==> src/rtl/arm_multiplier.sv <==
// Iterative ARM-style multiplier (MUL/MLA/UMULL/UMLAL/SMULL/SMLAL) that retires
// BITS_PER_CYCLE multiplier bits per CALC cycle into a double-width accumulator.
module arm_multiplier #(
  parameter int unsigned WIDTH          = 32,
  parameter int unsigned BITS_PER_CYCLE = 2
) (
  input  logic             clk,
  input  logic             rst,
  input  logic             start,
  input  logic [2:0]       op,
  input  logic [WIDTH-1:0] op_a,
  input  logic [WIDTH-1:0] op_b,
  input  logic [WIDTH-1:0] acc_lo,
  input  logic [WIDTH-1:0] acc_hi,
  output logic             busy,
  output logic             done,
  output logic [WIDTH-1:0] result_lo,
  output logic [WIDTH-1:0] result_hi,
  output logic             n_flag,
  output logic             z_flag
);

  localparam int unsigned K  = BITS_PER_CYCLE;
  localparam int unsigned N  = WIDTH / BITS_PER_CYCLE;
  localparam int unsigned CW = $clog2(N + 1);
  localparam int unsigned PW = 2 * WIDTH;

  typedef enum logic [1:0] {StIdle, StCalc, StDone} state_e;

  state_e           state_q, state_d;
  logic [CW-1:0]    cnt_q, cnt_d;
  logic [PW-1:0]    prod_q, prod_d;
  logic [PW-1:0]    mcand_q, mcand_d;
  logic [WIDTH-1:0] mplier_q, mplier_d;
  logic             long_q, long_d;
  logic             signed_q, signed_d;
  logic             bmsb_q, bmsb_d;
  logic [WIDTH-1:0] res_lo_q, res_lo_d;
  logic [WIDTH-1:0] res_hi_q, res_hi_d;
  logic             n_q, n_d;
  logic             z_q, z_d;

  logic [PW-1:0] pp;
  logic [PW-1:0] fin;
  logic          is_long, is_sgn, is_acc;

  assign is_long = op[2];
  assign is_sgn  = op[2] & op[1];
  // 010/011 decode as plain MUL, so accumulate only for 001, 101 and 111.
  assign is_acc  = op[0] & (op[2] | ~op[1]);

  always_comb begin
    pp = '0;
    for (int unsigned j = 0; j < K; j++) begin
      if (mplier_q[j]) pp = pp + (mcand_q << j);
    end
  end

  // After N steps mcand_q holds op_a << WIDTH; a set signed multiplier MSB was
  // weighted +2^(W-1) instead of -2^(W-1), so remove 2^W * op_a once.
  assign fin = prod_q - ((signed_q && bmsb_q) ? mcand_q : '0);

  always_comb begin
    state_d  = state_q;
    cnt_d    = cnt_q;
    prod_d   = prod_q;
    mcand_d  = mcand_q;
    mplier_d = mplier_q;
    long_d   = long_q;
    signed_d = signed_q;
    bmsb_d   = bmsb_q;
    res_lo_d = res_lo_q;
    res_hi_d = res_hi_q;
    n_d      = n_q;
    z_d      = z_q;
    unique case (state_q)
      StIdle: begin
        if (start) begin
          state_d  = StCalc;
          cnt_d    = '0;
          long_d   = is_long;
          signed_d = is_sgn;
          bmsb_d   = op_b[WIDTH-1];
          mplier_d = op_b;
          mcand_d  = is_sgn ? {{WIDTH{op_a[WIDTH-1]}}, op_a} : {{WIDTH{1'b0}}, op_a};
          if (!is_acc)     prod_d = '0;
          else if (is_long) prod_d = {acc_hi, acc_lo};
          else              prod_d = {{WIDTH{1'b0}}, acc_lo};
        end
      end
      StCalc: begin
        if (cnt_q == CW'(N)) begin
          state_d  = StDone;
          prod_d   = fin;
          res_lo_d = fin[WIDTH-1:0];
          res_hi_d = long_q ? fin[PW-1:WIDTH] : '0;
          n_d      = long_q ? fin[PW-1] : fin[WIDTH-1];
          z_d      = long_q ? (fin == '0) : (fin[WIDTH-1:0] == '0);
        end else begin
          prod_d   = prod_q + pp;
          mcand_d  = mcand_q << K;
          mplier_d = mplier_q >> K;
          cnt_d    = cnt_q + 1'b1;
        end
      end
      StDone:  state_d = StIdle;
      default: state_d = StIdle;
    endcase
  end

  always_ff @(posedge clk or negedge rst) begin
    if (!rst) begin
      state_q  <= StIdle;
      cnt_q    <= '0;
      prod_q   <= '0;
      mcand_q  <= '0;
      mplier_q <= '0;
      long_q   <= 1'b0;
      signed_q <= 1'b0;
      bmsb_q   <= 1'b0;
      res_lo_q <= '0;
      res_hi_q <= '0;
      n_q      <= 1'b0;
      z_q      <= 1'b0;
    end else begin
      state_q  <= state_d;
      cnt_q    <= cnt_d;
      prod_q   <= prod_d;
      mcand_q  <= mcand_d;
      mplier_q <= mplier_d;
      long_q   <= long_d;
      signed_q <= signed_d;
      bmsb_q   <= bmsb_d;
      res_lo_q <= res_lo_d;
      res_hi_q <= res_hi_d;
      n_q      <= n_d;
      z_q      <= z_d;
    end
  end

  assign busy      = (state_q != StIdle);
  assign done      = (state_q == StDone);
  assign result_lo = res_lo_q;
  assign result_hi = res_hi_q;
  assign n_flag    = n_q;
  assign z_flag    = z_q;

endmodule

==> config.mk <==
export PLATFORM = sky130hd
export DESIGN_NAME = arm_multiplier
export DESIGN_NICKNAME = d
export VERILOG_FILES = /design/src/rtl/arm_multiplier.sv
export SDC_FILE = /design/constraint.sdc
export NUM_CORES = 1
export LEC_CHECK = 0
export ABC_AREA = 1
export CAP_MARGIN = 20
export CORE_MARGIN = 2
export CORE_UTILIZATION = 30
export DETAILED_ROUTE_END_ITERATION = 12
export PLACE_DENSITY_LB_ADDON = 0.08
export SYNTH_ARGS = -nofsm -noshare
export SYNTH_HDL_FRONTEND = slang
export SYNTH_SLANG_ARGS = --single-unit
export TNS_END_PERCENT = 10
==> constraint.sdc <==
create_clock -name clk -period 5.2 [get_ports clk]
set_input_delay 0.78 -clock clk [delete_from_list [all_inputs] [get_ports clk]]
set_output_delay 0.78 -clock clk [all_outputs]
set_load 0.1 [all_outputs]
==> impl_results.md <==
* CTS clock-pin slew for the worst setup and hold paths at 60 ps
* Critical Path RT at 5710 ps
* Antenna violations before repair at 1
* Worst setup SP type: flop
* Initial core utilization at 30.27%
* H-tree levels at 1
* YS warnings at 0
* Crit end category: flop
* Antenna Cells at 0
* CTS buffer count at 31
* Die H at 299.9 µm
* Net Count, Synth at 4703
* Cell row count at 108
* Fill cells at 9734
* Total Routed Length at 125700 µm
* Post-synth EDFFs at 0
* Worst slew pin tran at 1030 ps
* Routed Antenna Nets at 0
* DR vias/cell at 5.011
* Fin area at 0.03424 mm²
* Crit path arrival time at 5640 ps
* Footprint of the multi-input gates at 0.01805 mm²
* Die width at 299.9 µm
* Fin. max-slew vios at 0
* Syn Area/Cell at 5.970 µm²
* # DRC at 0
* Hold-fix buffers, CTS at 0
* Fin crit share at 98.61%
* First-pass iteration count of the detailed router at 7
* Sequential Area at 0.005911 mm²
* Largest net degree at the start of global routing at 135
* Ratio of cells with drive above 1 in the final layout at 14.87%
* Outcome: finished clean
* Yosys reg bits at 236
* Unique masters post-synth at 60
* Cell mode on critical path: buf_4
* Max Fclk at 0.1950 GHz
* Relative slew margins at 31.09%
* Synth top area cells: dfrtp_1 (22%), nand2_1 (20%), inv_1 (9.9%), ha_1 (8.0%), o21ai_0 (5.9%)
* Vias in the first global route at 29450
* RSZ-0062 raised after global routing: true
* Worst r2r src: mplier_q[0]
* Mapped cell area at 0.02626 mm²
* CTS tree: yes
* First-pass GRT wire length at 183800 µm
* Final clock skew at 44.79 ps
* Leading area contributor after synthesis: dfrtp_1
* Core area at 0.08675 mm²
* Bufs on Longest Clock Path at 3
* Post-synthesis sequential area ratio at 22.49%
* Max Cap Viol at 0
* Synth top area share at 22.49%
* R2R depth at 25
* Post-Syn Instances at 4399
* Area Overhead vs Synth at 30.36%
* Final Critical Period at 5128 ps
* Initial DRC Count at 2459
* Top Ports at 202
* Port bufs at 201
* Worst-path fanout max at 13
* Asr flop ratio synth at 100.0%
* Crit-path max cell delay at 530 ps
* Placed Area at 0.03207 mm²
* Final Setup Violations at 0
* Dominant synthesized flop cell: dfrtp_1
* Setup crit start: mplier_q[0]
* Core Util, Final at 39.46%
* Via Count at 30520
* Clk sinks at 236
* Die ar. at 0.08992 mm²
* Hold Slack at 107.0 ps
* Total congestion overflow at 0
* Root Buffer: clkbuf_16
* Worst r2r dst: prod_q[48]
* Most frequent cells in the layout: nand2_1 (1372), inv_1 (682), buf_4 (375), nor2_1 (325), o21ai_0 (265)
* Hold Crit Class: primary input to async pin
* Worst skew pair latency at 640 ps
* Final Hold Fails at 0
* Commonest non-fill, non-tap cell in the layout: nand2_1
* Flop-to-flop setup slack at 70 ps
* Wirelength per Cell at 20.64 µm
* GRT Total Usage at 27.11%
* Final net count at 5216
* CP max stage cell: dfrtp_4
* Placer congestion estimate at 0.9790
* Hpwl dp at 105700 µm
* CP Class: flop to flop
## layout make-up
class / instances / area share [%]
Clock buffer: 47 / 2.792
Clock inverter: 9 / 0.2412
Multi-Input combinational cell: 3341 / 52.73
Timing Repair Buffer: 589 / 14.91
Tap cell: 1155 / 4.221
Sequential cell: 236 / 17.26
Inverter: 713 / 7.836
## state kept, by name, summed over array words and instances, names as in the netlist
register,flops
mplier_q,32
mcand_q,64
prod_q,64
signed_q,1
result_lo,32
state_q,2
long_q,1
result_hi,32
cnt_q,5
z_flag,1
bmsb_q,1
n_flag,1
## worst max path at each step
stage / cells past startpoint / to / slack (ps)
after CTS: 30 / prod_q[54] / -100
after global placement: 27 / prod_q[53] / -410
after global routing: 29 / prod_q[56] / -80
after floorplan: 32 / prod_q[44] / 550
final: 25 / prod_q[48] / 70
after detailed placement: 27 / prod_q[48] / -390
## routing by layer
layer | vias up | track usage, % | wire (µm)
li1 | 15290 | - | -
met3 | 178 | 2.247 | 5873
met4 | 2 | 8.310 | 4883
met1 | 14220 | 39.22 | 60630
met5 | - | 0 | 13
met2 | 830 | 42.65 | 54270
## metrics by stage
stage,setup WS [ps],instances,TNS (ps)
5_1_grt,-80.52,6090,-196.3
4_1_cts,-97.26,6063,-97.26
3_5_place_dp,-390.3,6007,-2472
6_report,72.31,6090,0
3_3_place_gp,-412.4,6007,-2698
2_1_floorplan,548.8,4399,0
## worst max-delay path, delay by kind of cell, from the launching register on
kind | cells | cell delay, ps
xor+xnor | 2 | 410
compound gates | 4 | 750
simple gates | 10 | 1790
flops | 1 | 530
buf+inv | 8 | 1190
fa+ha+maj | 1 | 330
## cell usage after synthesis (6+ instances only)
cell,n
nand2_1,1392
nor3_1,27
o221ai_1,34
o21ai_1,44
inv_1,693
o211ai_1,92
or2_1,11
nand3_1,240
nand4_1,35
dfrtp_1,236
nor2_1,356
xor2_1,49
clkbuf_1,85
o21ai_0,308
nand3b_1,21
a21oi_1,266
a31oi_1,35
nor4_1,13
o21bai_1,24
o21a_1,8
a22oi_1,16
inv_2,17
ha_1,167
nor2_2,7
nand2_2,39
or2_2,28
xnor2_1,32
a21o_1,22
a221oi_1,6
buf_1,13
a21boi_0,8
## kinds of logic after synthesis
kind of cell	count (synthesis)	share of synthesized area, %
buffers and inverters	822	11.95
adders and majority gates	170	8.185
and+or+nand+nor	2187	34.44
xor gates and xnor gates	86	3.011
AOI/OAI and AO/OA	898	19.92
DFF	236	22.49
## what timing repair did
action / in CTS / in global routing
gates cloned: 0 / 3
pin swaps: 0 / 59
setup buffers: 0 / 23
gates resized for setup: 11 / 232
endpoints found under the setup margin: 10 / 31
Power is left out: the tool's default activity adds up to more than one toggle a clock period on the data nets, which glitch-free logic cannot reach.
